$ cat src/rtl/mpu_ctrl_pkg.sv
// Shared types and constants for the MPU6050 sample controller.
// Byte order of one accel frame as it arrives from the I2C burst read.
package mpu_ctrl_pkg;

   typedef enum logic [2:0] {
      StOff,
      StHold,
      StPwrup,
      StInit,
      StInitWait,
      StStart,
      StStream,
      StFault
   } ctrl_state_t;

   localparam int unsigned FRAME_BYTES_DEF = 6;

   localparam int unsigned IDX_XH = 0;
   localparam int unsigned IDX_XL = 1;
   localparam int unsigned IDX_YH = 2;
   localparam int unsigned IDX_YL = 3;
   localparam int unsigned IDX_ZH = 4;
   localparam int unsigned IDX_ZL = 5;

   function automatic logic [7:0] sat_inc8(input logic [7:0] v);
      return (v == 8'hFF) ? v : v + 8'd1;
   endfunction

endpackage

$ cat src/rtl/mpu_frame_asm.sv
// Collects captured bytes into XH..ZL order and publishes a full sample
// with a one-cycle strobe the cycle after the last byte is captured.
module mpu_frame_asm
   import mpu_ctrl_pkg::*;
#(
   parameter int unsigned FRAME_BYTES = FRAME_BYTES_DEF
) (
   input  logic        clk,
   input  logic        rst_n,
   input  logic        i_byte_stb,
   input  logic [7:0]  i_byte,
   input  logic        i_clr,
   output logic [15:0] o_accel_x,
   output logic [15:0] o_accel_y,
   output logic [15:0] o_accel_z,
   output logic        o_sample_valid
);

   localparam int unsigned IDX_W = $clog2(FRAME_BYTES);

   logic [IDX_W-1:0] r_idx;
   logic [7:0]       r_buf   [FRAME_BYTES];
   logic [7:0]       w_frame [FRAME_BYTES];
   logic [15:0]      r_accel_x, r_accel_y, r_accel_z;
   logic             r_sample_valid;
   logic             w_last;

   assign w_last = i_byte_stb && (r_idx == IDX_W'(FRAME_BYTES - 1));

   // The final byte is still on i_byte when the frame completes.
   always_comb begin
      for (int k = 0; k < FRAME_BYTES; k++) begin
         w_frame[k] = (IDX_W'(k) == r_idx) ? i_byte : r_buf[k];
      end
   end

   always_ff @(posedge clk) begin
      if (!rst_n) begin
         r_idx          <= '0;
         r_sample_valid <= 1'b0;
         r_accel_x      <= '0;
         r_accel_y      <= '0;
         r_accel_z      <= '0;
         for (int k = 0; k < FRAME_BYTES; k++) r_buf[k] <= '0;
      end else begin
         r_sample_valid <= 1'b0;
         if (i_clr) begin
            r_idx <= '0;
         end else if (i_byte_stb) begin
            r_buf[r_idx] <= i_byte;
            if (w_last) begin
               r_idx          <= '0;
               r_accel_x      <= {w_frame[IDX_XH], w_frame[IDX_XL]};
               r_accel_y      <= {w_frame[IDX_YH], w_frame[IDX_YL]};
               r_accel_z      <= {w_frame[IDX_ZH], w_frame[IDX_ZL]};
               r_sample_valid <= 1'b1;
            end else begin
               r_idx <= r_idx + 1'b1;
            end
         end
      end
   end

   assign o_accel_x      = r_accel_x;
   assign o_accel_y      = r_accel_y;
   assign o_accel_z      = r_accel_z;
   assign o_sample_valid = r_sample_valid;

endmodule

$ cat src/rtl/mpu_sample_ctrl.sv
// Sequences the I2C master for the MPU6050: reset, power-up wait, init,
// continuous burst reads, and fault recovery by resetting the master.
module mpu_sample_ctrl
   import mpu_ctrl_pkg::*;
#(
   parameter int unsigned CLK_MAIN     = 50000000,
   parameter int unsigned PWRUP_CYCLES = 5000000,
   parameter int unsigned RST_CYCLES   = 16,
   parameter int unsigned INIT_TIMEOUT = 250000,
   parameter int unsigned BYTE_TIMEOUT = 100000,
   parameter int unsigned GAP_CYCLES   = 2000,
   parameter int unsigned RETRY_WAIT   = 500000,
   parameter int unsigned FRAME_BYTES  = FRAME_BYTES_DEF
) (
   input  logic        clk,
   input  logic        rst_n,
   input  logic        i_enable,
   output logic        o_iic_rst_n,
   output logic        o_iic_init,
   output logic        o_iic_transfer,
   input  logic        i_iic_busy,
   input  logic        i_iic_data_valid,
   input  logic [7:0]  i_iic_data,
   output logic [15:0] o_accel_x,
   output logic [15:0] o_accel_y,
   output logic [15:0] o_accel_z,
   output logic        o_sample_valid,
   output logic        o_running,
   output logic        o_fault,
   output logic [7:0]  o_err_cnt
);

   // Byte order and packing are fixed for the six-byte accel burst.
   if (FRAME_BYTES != 6 || CLK_MAIN == 0) begin : g_bad_cfg
      $error("mpu_sample_ctrl: unsupported configuration");
   end

   ctrl_state_t r_state, w_state_nxt;
   logic [31:0] r_cnt, w_cnt_nxt;
   logic [31:0] r_gap_cnt, w_gap_nxt;
   logic        r_busy_seen;
   logic        r_dv_prev;
   logic [7:0]  r_err_cnt;
   logic        w_stream, w_cap, w_gap_hit, w_asm_clr, w_state_chg;

   assign w_stream    = (r_state == StStream);
   assign w_cap       = w_stream && i_iic_data_valid && !r_dv_prev;
   assign w_gap_hit   = w_stream && !w_cap && (r_gap_cnt == GAP_CYCLES - 1);
   // Anything outside STREAM discards a partial frame.
   assign w_asm_clr   = !w_stream || w_gap_hit;
   assign w_state_chg = (w_state_nxt != r_state);

   always_comb begin
      w_state_nxt = r_state;
      unique case (r_state)
         StOff:      if (i_enable) w_state_nxt = StHold;
         StHold:     if (r_cnt == RST_CYCLES - 1) w_state_nxt = StPwrup;
         StPwrup:    if (r_cnt == PWRUP_CYCLES - 1) w_state_nxt = StInit;
         StInit:     w_state_nxt = StInitWait;
         StInitWait: begin
            if (r_busy_seen && !i_iic_busy)         w_state_nxt = StStart;
            else if (r_cnt == INIT_TIMEOUT - 1)    w_state_nxt = StFault;
         end
         StStart:    w_state_nxt = StStream;
         StStream:   if (!w_cap && r_cnt == BYTE_TIMEOUT - 1) w_state_nxt = StFault;
         StFault:    if (r_cnt == RETRY_WAIT - 1) w_state_nxt = StHold;
         default:    w_state_nxt = StOff;
      endcase
      if (!i_enable) w_state_nxt = StOff;
   end

   always_comb begin
      w_cnt_nxt = r_cnt + 32'd1;
      if (w_state_chg || r_state == StOff || w_cap) w_cnt_nxt = '0;
      w_gap_nxt = r_gap_cnt + 32'd1;
      if (!w_stream || w_cap || w_gap_hit) w_gap_nxt = '0;
   end

   always_ff @(posedge clk) begin
      if (!rst_n) begin
         r_state     <= StOff;
         r_cnt       <= '0;
         r_gap_cnt   <= '0;
         r_busy_seen <= 1'b0;
         r_dv_prev   <= 1'b0;
         r_err_cnt   <= '0;
      end else begin
         r_state   <= w_state_nxt;
         r_cnt     <= w_cnt_nxt;
         r_gap_cnt <= w_gap_nxt;
         r_dv_prev <= i_iic_data_valid;
         if (w_state_chg) begin
            r_busy_seen <= 1'b0;
         end else if (r_state == StInitWait && i_iic_busy) begin
            r_busy_seen <= 1'b1;
         end
         if (w_state_nxt == StFault && r_state != StFault) begin
            r_err_cnt <= sat_inc8(r_err_cnt);
         end
      end
   end

   assign o_iic_rst_n    = r_state inside {StPwrup, StInit, StInitWait, StStart, StStream};
   assign o_iic_init     = (r_state == StInit);
   assign o_iic_transfer = (r_state == StStart);
   assign o_running      = w_stream;
   assign o_fault        = (r_state == StFault);
   assign o_err_cnt      = r_err_cnt;

   mpu_frame_asm #(
      .FRAME_BYTES (FRAME_BYTES)
   ) u_frame_asm (
      .clk            (clk),
      .rst_n          (rst_n),
      .i_byte_stb     (w_cap),
      .i_byte         (i_iic_data),
      .i_clr          (w_asm_clr),
      .o_accel_x      (o_accel_x),
      .o_accel_y      (o_accel_y),
      .o_accel_z      (o_accel_z),
      .o_sample_valid (o_sample_valid)
   );

endmodule
$ cat config.mk
export PLATFORM = sky130hd
export DESIGN_NAME = mpu_sample_ctrl
export DESIGN_NICKNAME = d
export VERILOG_FILES = /design/src/rtl/mpu_ctrl_pkg.sv /design/src/rtl/mpu_frame_asm.sv /design/src/rtl/mpu_sample_ctrl.sv
export SDC_FILE = /design/constraint.sdc
export NUM_CORES = 1
export LEC_CHECK = 0
export CORE_AREA = 2 2 161 163
export DETAILED_ROUTE_END_ITERATION = 16
export DIE_AREA = 0 0 163 165
export GPL_TIMING_DRIVEN = 0
export PLACE_DENSITY = 0.52
export SLEW_MARGIN = 15
export SYNTH_ARGS = -nofsm -noshare
export SYNTH_HDL_FRONTEND = slang
export SYNTH_SLANG_ARGS = --single-unit
$ cat constraint.sdc
create_clock -name clk -period 2.7 [get_ports clk]
set_clock_uncertainty 0.2 [all_clocks]
set_input_delay 0.54 -clock clk [delete_from_list [all_inputs] [get_ports clk]]
set_output_delay 0.54 -clock clk [all_outputs]
set_load 0.05 [all_outputs]
==> reports/metrics.yaml <==
outcome:
  status: "finished, violations left"
  violations: "negative setup slack"
yosys:
  yosysTopAreaCell: "dfxtp_1"
  synth_nets: 847
  syn-instance-count: 829
  avgSynthCellArea_um2: 8.92
  synth_seq_area_share: 0.544
  synth-async-reset-ratio: 0
  synth_top_cell_area_share: 0.349
  synth_cell_type_count: 49
  synth_seq_cells: 177
  ys_warn_count: 0
  synth_enable_flop_cells: 48
  netlist_area_um2: 7400
  ys.flop_type: "dfxtp_1"
  yosys-top-cells-area: "dfxtp_1 (35%), edfxtp_1 (19%), nand2_1 (6.8%), nor2_1 (6.6%), a21oi_1 (4.0%)"
placement:
  dp_hpwl_mm: 12.6
  dpl.cell_count: 1234
  place_congestion: 0.828
  io_buffers: 74
  dpl_cell_area_um2: 8570
floorplanning:
  die-area_um2: 26900
  die_y_um: 165
  die_x_um: 163
  initial_core_util: 0.295
  core.rowCount: 58
  core_um2: 25000
  ioPinCount: 75
hold_path:
  hold_depth: 2
  hold_end: "u_frame_asm.o_accel_x[4]"
  worstHoldPathType: "reg2reg"
  hold_start: "u_frame_asm.o_accel_x[4]"
sta:
  fin_crit_ns: 2.89
  period_share: 1.07
  rsz0062_at_grt: "yes"
  setup_ws_ns: -0.189
  slew_headroom: 0.571
  hold_violations: 0
  max_freq_ghz: 0.346
  worst_slew_pin_slew_ns: 0.644
  setup_tns_ns: -1.93
  setup_violations: 37
  slew_viol_final: 0
finish:
  final_nets: 954
  syn_to_final_growth_pct: 29.3
  fin_cells: 1279
  drive_gt1_frac: 0.125
  fillCellCount: 2546
  design_area_um2: 9570
  multiInputGateArea_um2: 3370
  regArea_um2: 4030
  antenna_cells: 0
setup_path:
  arrival_ns: 3.05
  cp-end-kind: "register"
  rr_worst_depth: 8
  critical_path_class: "reg2reg"
  startpoint_type: "register"
  r2r_slack_ns: -0.19
  crit_fanout: 7
  r2r-start: "r_cnt[19]"
  reg2reg_to: "o_err_cnt[2]"
  required_ns: 2.86
global_route:
  grt.total_usage: 0.138
  grt_overflow: 0
  antenna_found_initial: 1
  grt_start_max_net_pins: 19
  grt_pass1_wl_mm: 29.2
  grt_pass1_vias: 5619
drt:
  final_antenna_net_count: 0
  top_layer: "met5"
  wl_met1_mm: 8.56
  via_count: 5974
  drtIter0Drc: 377
  met3RoutedLength_um: 920
  vias_per_cell: 4.67
  wirelength_mm: 18.1
  wl_per_cell_um: 14.2
  wl_met2_mm: 8.48
  first_pass_iters: 8
  drc: 0
cts:
  clock_latency_ns: 0.43
  cts_buffers: 17
  clk_transition_reported_paths_ns: 0.07
  clk_path_buf_depth: 2
  cts_tree: "built"
  h-tree-depth: 4
  cts_root_buf: "clkbuf_16"
  cts_hold_buffers: 0
  clock_sinks: 177
power:
  powerDensity_nw_per_um2: 556
  power_mw: 5.32
  vdd_drop_max_mv: 0.413
  p_leak_nw: 3.14
run:
  drv_cap: 0
-- logic make-up after synthesis --
kind of cell	synth area share
XOR/XNOR	0.0675
adder cells (fa/ha/maj)	0.00846
flip-flops	0.544
AND/OR/NAND/NOR	0.266
buffers and inverters	0.0325
AO/OA/AOI/OAI	0.0814
-- power by group --
part | leakage, nW | switching [mW] | internal, mW
logic | 1.33 | 0.0845 | 0.0511
clock network | 0.283 | 1.18 | 1.25
registers | 1.53 | 0.00925 | 2.74
total | 3.14 | 1.27 | 4.05
-- flip-flops by register name, summed over array words and instances, names as in the netlist --
signal                      flops
u_frame_asm.o_accel_y          16
u_frame_asm.r_buf              48
u_frame_asm.r_idx               3
o_err_cnt                       8
r_dv_prev                       1
u_frame_asm.o_accel_x          16
u_frame_asm.o_accel_z          16
r_gap_cnt                      32
r_cnt                          32
u_frame_asm.o_sample_valid      1
r_busy_seen                     1
r_state                         3
-- worst max-delay path, cell delays in order (launching register included) --
cell,delay [ns]
dfxtp_4,0.35
or3_4,0.38
or4_4,0.51
or2_1,0.24
o211a_1,0.24
a211o_1,0.32
buf_6,0.15
or3_4,0.32
a21oi_2,0.12
-- metal layers --
layer | vias to the layer above | global-route usage
met5 | - | 0
met4 | 2 | 0.0374
met3 | 15 | 0.0369
met2 | 134 | 0.226
met1 | 2772 | 0.181
li1 | 3051 | -
-- worst max path at each step --
| stage | from | end | slack, ns | depth (start not counted) |
|---|---|---|---|---|
| after floorplan | r_cnt[22] | o_err_cnt[6] | -0.12 | 8 |
| after global placement | i_iic_data_valid | u_frame_asm.r_buf[3][3] | -0.91 | 8 |
| after detailed placement | i_iic_data_valid | u_frame_asm.r_buf[3][3] | -0.94 | 8 |
| after CTS | r_cnt[19] | o_err_cnt[2] | -0.26 | 8 |
| after global routing | r_cnt[19] | o_err_cnt[6] | -0.27 | 8 |
| final | r_cnt[19] | o_err_cnt[2] | -0.19 | 8 |
-- what timing repair did --
action,in CTS,in global routing
endpoints found under the setup margin,135,140
buffers inserted,9,3
pin swaps,36,5
gates resized for setup,69,34
gates cloned,3,0
-- Yosys cell counts (2+ instances only) --
master and instances:
and4_1 4, or3_1 15, edfxtp_1 48, a21o_1 2, and2_1 7, nor4b_1 4
a41oi_1 2, or2_2 4, nand2_1 134, nand3b_1 3, dfxtp_1 129, a211oi_1 2
clkbuf_1 38, nor4bb_1 2, and3_1 18, or4_1 2, nor2b_1 5, nand3_1 34
nor2_1 131, o211ai_1 9, xor2_1 33, nand2b_1 3, a21oi_1 59, inv_1 22
nor4_1 11, a211o_1 2, nor3b_1 2, ha_1 5, xnor2_1 24, nor3_1 16
nand4_1 17, o21ai_0 25
-- stage by stage --
stage                util  worst slack [ns]  hold slack (ns)
floorplan               -            -0.117            0.226
CTS                 0.378            -0.256            0.258
global placement    0.342            -0.913            0.240
global route        0.382            -0.274            0.268
detailed placement  0.342            -0.945            0.248
finish              0.382            -0.189            0.254
-- layout by cell type (no fill, tap or decap), types with 22 or more instances in the layout --
| master | n |
|---|---|
| dfxtp_1 | 125 |
| inv_1 | 22 |
| a21oi_1 | 56 |
| xnor2_1 | 24 |
| clkdlybuf4s50_1 | 69 |
| xor2_1 | 33 |
| edfxtp_1 | 48 |
| clkbuf_1 | 22 |
| nor2_1 | 123 |
| nand3_1 | 31 |
| nand2_1 | 129 |
-- cell type report --
cell class	instances	area share
Tap cell	330	0.0432
Sequential cell	177	0.422
Clock inverter	14	0.0144
Clock buffer	18	0.0459
Timing Repair Buffer	90	0.0922
Inverter	22	0.00863
Multi-Input combinational cell	590	0.352
Buffer	38	0.0221
(Power assumes the default switching activity.)
